## config.mk

```make
export PLATFORM = sky130hd
export DESIGN_NAME = lcd_bus_arbiter
export DESIGN_NICKNAME = d
export VERILOG_FILES = /design/src/rtl/lcd_bus_arbiter.sv
export SDC_FILE = /design/constraint.sdc
export NUM_CORES = 1
export LEC_CHECK = 0
export BUFFER_PORTS_ARGS = -buffer_cell sky130_fd_sc_hd__buf_2
export CAP_MARGIN = 20
export CORE_UTILIZATION = 54
export DETAILED_ROUTE_END_ITERATION = 12
export PLACE_DENSITY = 0.77
export REMOVE_ABC_BUFFERS = 1
export SETUP_SLACK_MARGIN = 0.15
export SLEW_MARGIN = 20
export SYNTH_ARGS = -nofsm -noshare
export SYNTH_HDL_FRONTEND = slang
export SYNTH_SLANG_ARGS = --single-unit
```

## constraint.sdc

```tcl
create_clock -name clk -period 2.7 [get_ports clk]
set_input_delay 0.135 -clock clk [delete_from_list [all_inputs] [get_ports clk]]
set_output_delay 0.135 -clock clk [all_outputs]
set_load 0.02 [all_outputs]
```

## src/rtl/lcd_bus_arbiter.sv

```systemverilog
// lcd_bus_arbiter: power-on init and round-robin sharing of an HD44780-style character LCD bus
// Ports: clk, rst (async, active-high); req0/rs0/dat0 -> ack0 renderer write handshake;
// req1/rs1/dat1 -> ack1 status-text write handshake; lcd_rs/lcd_rw/lcd_en/lcd_dat LCD bus;
// ready = init sequence complete; busy = any state other than IDLE.
module lcd_bus_arbiter #(
    parameter int EN_SETUP = 50,
    parameter int EN_PULSE = 500,
    parameter int CMD_WAIT = 2500,
    parameter int CLR_WAIT = 100000,
    parameter int POR_WAIT = 1000000
) (
    input  logic       clk,
    input  logic       rst,
    input  logic       req0,
    input  logic       rs0,
    input  logic [7:0] dat0,
    output logic       ack0,
    input  logic       req1,
    input  logic       rs1,
    input  logic [7:0] dat1,
    output logic       ack1,
    output logic       lcd_rs,
    output logic       lcd_rw,
    output logic       lcd_en,
    output logic [7:0] lcd_dat,
    output logic       ready,
    output logic       busy
);
    localparam int M0 = EN_SETUP > EN_PULSE ? EN_SETUP : EN_PULSE;
    localparam int M1 = CMD_WAIT > CLR_WAIT ? CMD_WAIT : CLR_WAIT;
    localparam int M2 = M0 > M1 ? M0 : M1;
    localparam int MAXC = M2 > POR_WAIT ? M2 : POR_WAIT;
    localparam int CW = $clog2(MAXC + 1);
    localparam logic [CW-1:0] C_SETUP = CW'(EN_SETUP);
    localparam logic [CW-1:0] C_PULSE = CW'(EN_PULSE);
    localparam logic [CW-1:0] C_CMD = CW'(CMD_WAIT);
    localparam logic [CW-1:0] C_CLR = CW'(CLR_WAIT);
    localparam logic [CW-1:0] C_POR = CW'(POR_WAIT);

    typedef enum logic [2:0] {POR, SETUP, PULSE, HOLD, WAIT, IDLE} state_t;

    state_t        state, state_d;
    logic [CW-1:0] cnt, cnt_d;
    logic [1:0]    idx, idx_d;
    logic [7:0]    dat_d;
    logic          last_grant, last_d, rs_d, ack0_d, ack1_d, ready_d;
    logic          load, done, is_clr, pick0, pick1;

    assign lcd_rw = 1'b0;
    assign done   = cnt == CW'(1);
    // clear (0x01) and return-home (0x02/0x03) need the long post-write wait
    assign is_clr = !lcd_rs && lcd_dat[7:2] == 6'd0 && lcd_dat[1:0] != 2'd0;
    // on contention the requester that was not granted last wins
    assign pick0  = req0 && (!req1 || last_grant);
    assign pick1  = req1 && !pick0;

    always_comb begin
        state_d = state;
        cnt_d   = cnt - 1'b1;
        idx_d   = idx;
        last_d  = last_grant;
        rs_d    = lcd_rs;
        dat_d   = lcd_dat;
        ack0_d  = 1'b0;
        ack1_d  = 1'b0;
        ready_d = ready;
        load    = 1'b0;
        case (state)
            POR:   load = done;
            IDLE:  if (pick0 || pick1) begin
                state_d = SETUP;
                cnt_d   = C_SETUP;
                last_d  = pick1;
                rs_d    = pick1 ? rs1 : rs0;
                dat_d   = pick1 ? dat1 : dat0;
                ack0_d  = pick0;
                ack1_d  = pick1;
            end
            SETUP: if (done) begin
                state_d = PULSE;
                cnt_d   = C_PULSE;
            end
            PULSE: if (done) begin
                state_d = HOLD;
                cnt_d   = C_SETUP;
            end
            HOLD:  if (done) begin
                state_d = WAIT;
                cnt_d   = is_clr ? C_CLR : C_CMD;
            end
            WAIT:  if (done) begin
                ready_d = ready || idx == 2'd3;
                state_d = IDLE;
                load    = !ready_d;
                idx_d   = ready_d ? idx : idx + 1'b1;
            end
            default: state_d = POR;
        endcase
        // the init byte is latched on the way into SETUP, so loading costs no extra cycle
        if (load) begin
            state_d = SETUP;
            cnt_d   = C_SETUP;
            rs_d    = 1'b0;
            dat_d   = idx_d == 2'd0 ? 8'h38 : idx_d == 2'd1 ? 8'h0C : idx_d == 2'd2 ? 8'h06 : 8'h01;
        end
    end

    always_ff @(posedge clk or posedge rst) begin
        if (rst) begin
            state      <= POR;
            cnt        <= C_POR;
            idx        <= 2'd0;
            last_grant <= 1'b1;
            lcd_rs     <= 1'b0;
            lcd_dat    <= 8'h00;
            lcd_en     <= 1'b0;
            ack0       <= 1'b0;
            ack1       <= 1'b0;
            ready      <= 1'b0;
            busy       <= 1'b1;
        end else begin
            state      <= state_d;
            cnt        <= cnt_d;
            idx        <= idx_d;
            last_grant <= last_d;
            lcd_rs     <= rs_d;
            lcd_dat    <= dat_d;
            lcd_en     <= state_d == PULSE;
            ack0       <= ack0_d;
            ack1       <= ack1_d;
            ready      <= ready_d;
            busy       <= state_d != IDLE;
        end
    end
endmodule

```

==> out/metrics.yaml <==
outcome:
  status: "finished clean"
floorplan:
  io_pins: 37
  die_area_sq_um: 4420
  die_h_um: 66.5
  die_x_um: 66.5
  rows: 23
  fp.coreArea_sq_um: 4000
  start_util_pct: 56.1
yosys:
  synthCells: 233
  synth_cell_types: 53
  synth_edf_count: 0
  yosysWarnings: 0
  avgSynthCellArea_sq_um: 9.64
  synthArstFlopShare_pct: 100
  seq_area_frac_synth_pct: 45.1
  synth_seq_cells: 40
  synth_area_leader_cell: "dfrtp_1"
  ys.flop_type: "dfrtp_1"
  synth_area_sq_um: 2250
  yosys.area.top_type_share_pct: 34.5
  ys_top_cells_by_area: "dfrtp_1, dfstp_2, nor2_1"
sta:
  rsz0062_at_grt: "false"
  worst_slack_ps: 281
  hold_viol: 0
  fmax_mhz: 413
  finalSetupViolations: 0
  finalCritPeriodShare_pct: 89.6
  max_slew_margin_pct: 36.1
  skew_ps: 4.46
  fin_setup_tns_ps: 0
  worst_slew_pin_slew_ps: 958
  drv_slew: 0
  hold_ws_ps: 45.5
  period_needed_ps: 2420
setup_path:
  cp-startpoint: "cnt[11]"
  start_kind: "flop"
  worstReg2RegStart: "cnt[11]"
  cp-end-kind: "flop"
  r2r_end: "lcd_dat[2]"
  reg2reg_slack_ps: 280
  reg2reg_depth: 7
  critPathMaxFanout: 5
  crit_required_ps: 2880
  worstPathArrival_ps: 2600
  critPathKind: "reg -> reg"
cts:
  insertion_delay_ps: 290
  cts_buffers: 5
  root_buffer: "clkbuf_8"
  clock-sinks: 40
  cts.htree.levels: 2
  cts_buffer_depth: 2
  path_clk_slew_ps: 80
  cts_tree: "done"
finish:
  fin_area_sq_um: 2620
  fin_nets: 305
  drive_gt1_share_pct: 28.5
  final_core_util_pct: 65.5
  diodes: 0
  syn_to_final_growth_pct: 16.7
flow_run:
  cap_violations: 0
detailed_routing:
  routed_wl_um: 4930
  dr.pass1.iters: 4
  vias_per_cell: 5.72
  wire_per_inst_um: 15.1
  routed-via-count: 1871
  drt_iter0_markers: 126
  drc: 0
  antenna_left: 0
pwr:
  p_leak_nw: 1.22
  p_clk_share_pct: 36.0
  peakVddDrop_v: 0.000355
  power_density_nw_per_um2: 435
  pwr-share-comb_pct: 8.7
  intPower_w: 0.000859
  swShare_pct: 24.5
  pwr-share-seq_pct: 55.3
  switchingPower_w: 0.000279
placement:
  place_congestion: 0.868
  dp_slack_ps: 295
  hpwl_um: 3660
  portBuffers: 35
  place_area_sq_um: 2500
global_route:
  grt_usage_pct: 25.0
  grt_first_pass_wirelength_um: 8140
  grt_antenna_before_repair: 0
  grt_pass1_vias: 1709
  grt_max_degree: 26
  grt_overflow: 0
hold_path:
  hold_class: "in -> async"
## cells in the final DEF, fill, tap and decap left out, types with 2 or more instances in the layout
cell | synthesis | routed
clkbuf_8 | 0 | 6
nor3_2 | 0 | 2
a22oi_1 | 2 | 2
nand2_1 | 20 | 20
nand4b_1 | 2 | 2
or2_2 | 2 | 2
or3_1 | 4 | 4
nand3_1 | 6 | 5
dfrtp_1 | 31 | 31
o211ai_1 | 2 | 2
o21a_1 | 2 | 2
a211oi_1 | 2 | 2
a221o_2 | 2 | 2
nand3_2 | 1 | 2
nor4_1 | 3 | 3
a21oi_1 | 14 | 14
buf_2 | 1 | 35
and3_2 | 2 | 2
buf_4 | 1 | 8
nor3_1 | 13 | 11
nor2b_1 | 2 | 2
dfstp_2 | 9 | 9
a31oi_1 | 2 | 2
xnor2_1 | 10 | 9
o21ai_0 | 15 | 15
nand3b_1 | 2 | 2
mux2i_1 | 6 | 6
clkinv_2 | 0 | 2
xor2_1 | 9 | 9
ha_1 | 7 | 7
a221o_1 | 3 | 3
inv_1 | 6 | 6
nor2_1 | 26 | 26
## sequential cells by signal, summed over array words and instances, names as in the netlist
signal      cells
ack1            1
busy            1
lcd_en          1
lcd_rs          1
idx             2
ack0            1
ready           1
lcd_dat         8
cnt            20
state           3
last_grant      1
## layer usage
| layer | wire length, um | vias up | global-route usage, % |
|---|---|---|---|
| met5 | 0 | - | 0 |
| met4 | 66 | 0 | 9.84 |
| met3 | 313 | 6 | 5.82 |
| met2 | 2340 | 81 | 39.8 |
| met1 | 2210 | 866 | 32.9 |
| li1 | - | 918 | - |
## area by class of cell
| class | count | area (sq um) |
|---|---|---|
| Multi-Input combinational cell | 180 | 1190 |
| Timing Repair Buffer | 43 | 235 |
| Inverter | 6 | 22.5 |
| Fill cell | 331 | 1380 |
| Clock inverter | 2 | 10.0 |
| Sequential cell | 40 | 1010 |
| Clock buffer | 6 | 82.6 |
| Tap cell | 50 | 62.6 |
## critical path: stages (launching register included)
cell and delay (ps):
dfrtp_1 410, nor3_1 330, nand3_2 180, nor2_2 240, nand3_2 180, mux2_2 340
ha_1 280, a221o_2 350
## repair_timing
item,CTS,global route
buffers inserted,0,0
gates resized for setup,0,4
setup endpoints to repair,0,1
hold buffers,0,0
## per-stage QoR
step,cells,total power (W)
after global placement,319,0.000737
after global routing,327,0.00119
after detailed placement,319,0.000739
final,327,0.00114
after floorplan,226,0.000697
after CTS,327,0.00115
## worst max-delay path by stage
stage | endpoint | slack (ps) | cells after the start
after CTS | lcd_dat[2] | 270 | 7
after global routing | lcd_dat[2] | 140 | 7
after detailed placement | lcd_dat[2] | 290 | 7
after global placement | lcd_dat[2] | 350 | 7
final | lcd_dat[2] | 280 | 7
after floorplan | lcd_dat[2] | 270 | 7
## cell usage after synthesis, types with 2 or more instances
cell type  number
a211oi_1        2
a21oi_1        14
a221o_1         3
a221o_2         2
a22oi_1         2
a31oi_1         2
and3_2          2
clkbuf_1        4
dfrtp_1        31
dfstp_2         9
ha_1            7
inv_1           6
mux2i_1         6
nand2_1        20
nand3_1         6
nand3b_1        2
nand4b_1        2
nor2_1         26
nor2b_1         2
nor3_1         13
nor4_1          3
o211ai_1        2
o21a_1          2
o21ai_0        15
or2_2           2
or3_1           4
xnor2_1        10
xor2_1          9
## cells by family after synthesis
kind of cell	synth area share, %
simple gates	21.3
compound gates	16.2
flops	45.1
xor+xnor	7.41
buf+inv	2.73
fa+ha+maj	3.90
mux	3.18
other cells	0.167
## power groups by stage
| stage | Combinational [W] | Sequential, W | Clock, W |
|---|---|---|---|
| 2_1_floorplan | 0.0000468 | 0.000650 | 0 |
| 3_3_place_gp | 0.0000971 | 0.000640 | 0 |
| 4_1_cts | 0.0000994 | 0.000629 | 0.000418 |
| 6_report | 0.0000993 | 0.000629 | 0.000410 |
| 5_1_grt | 0.000110 | 0.000631 | 0.000449 |
| 3_5_place_dp | 0.0000991 | 0.000640 | 0 |
No activity file was read; power rests on OpenSTA's default activity.
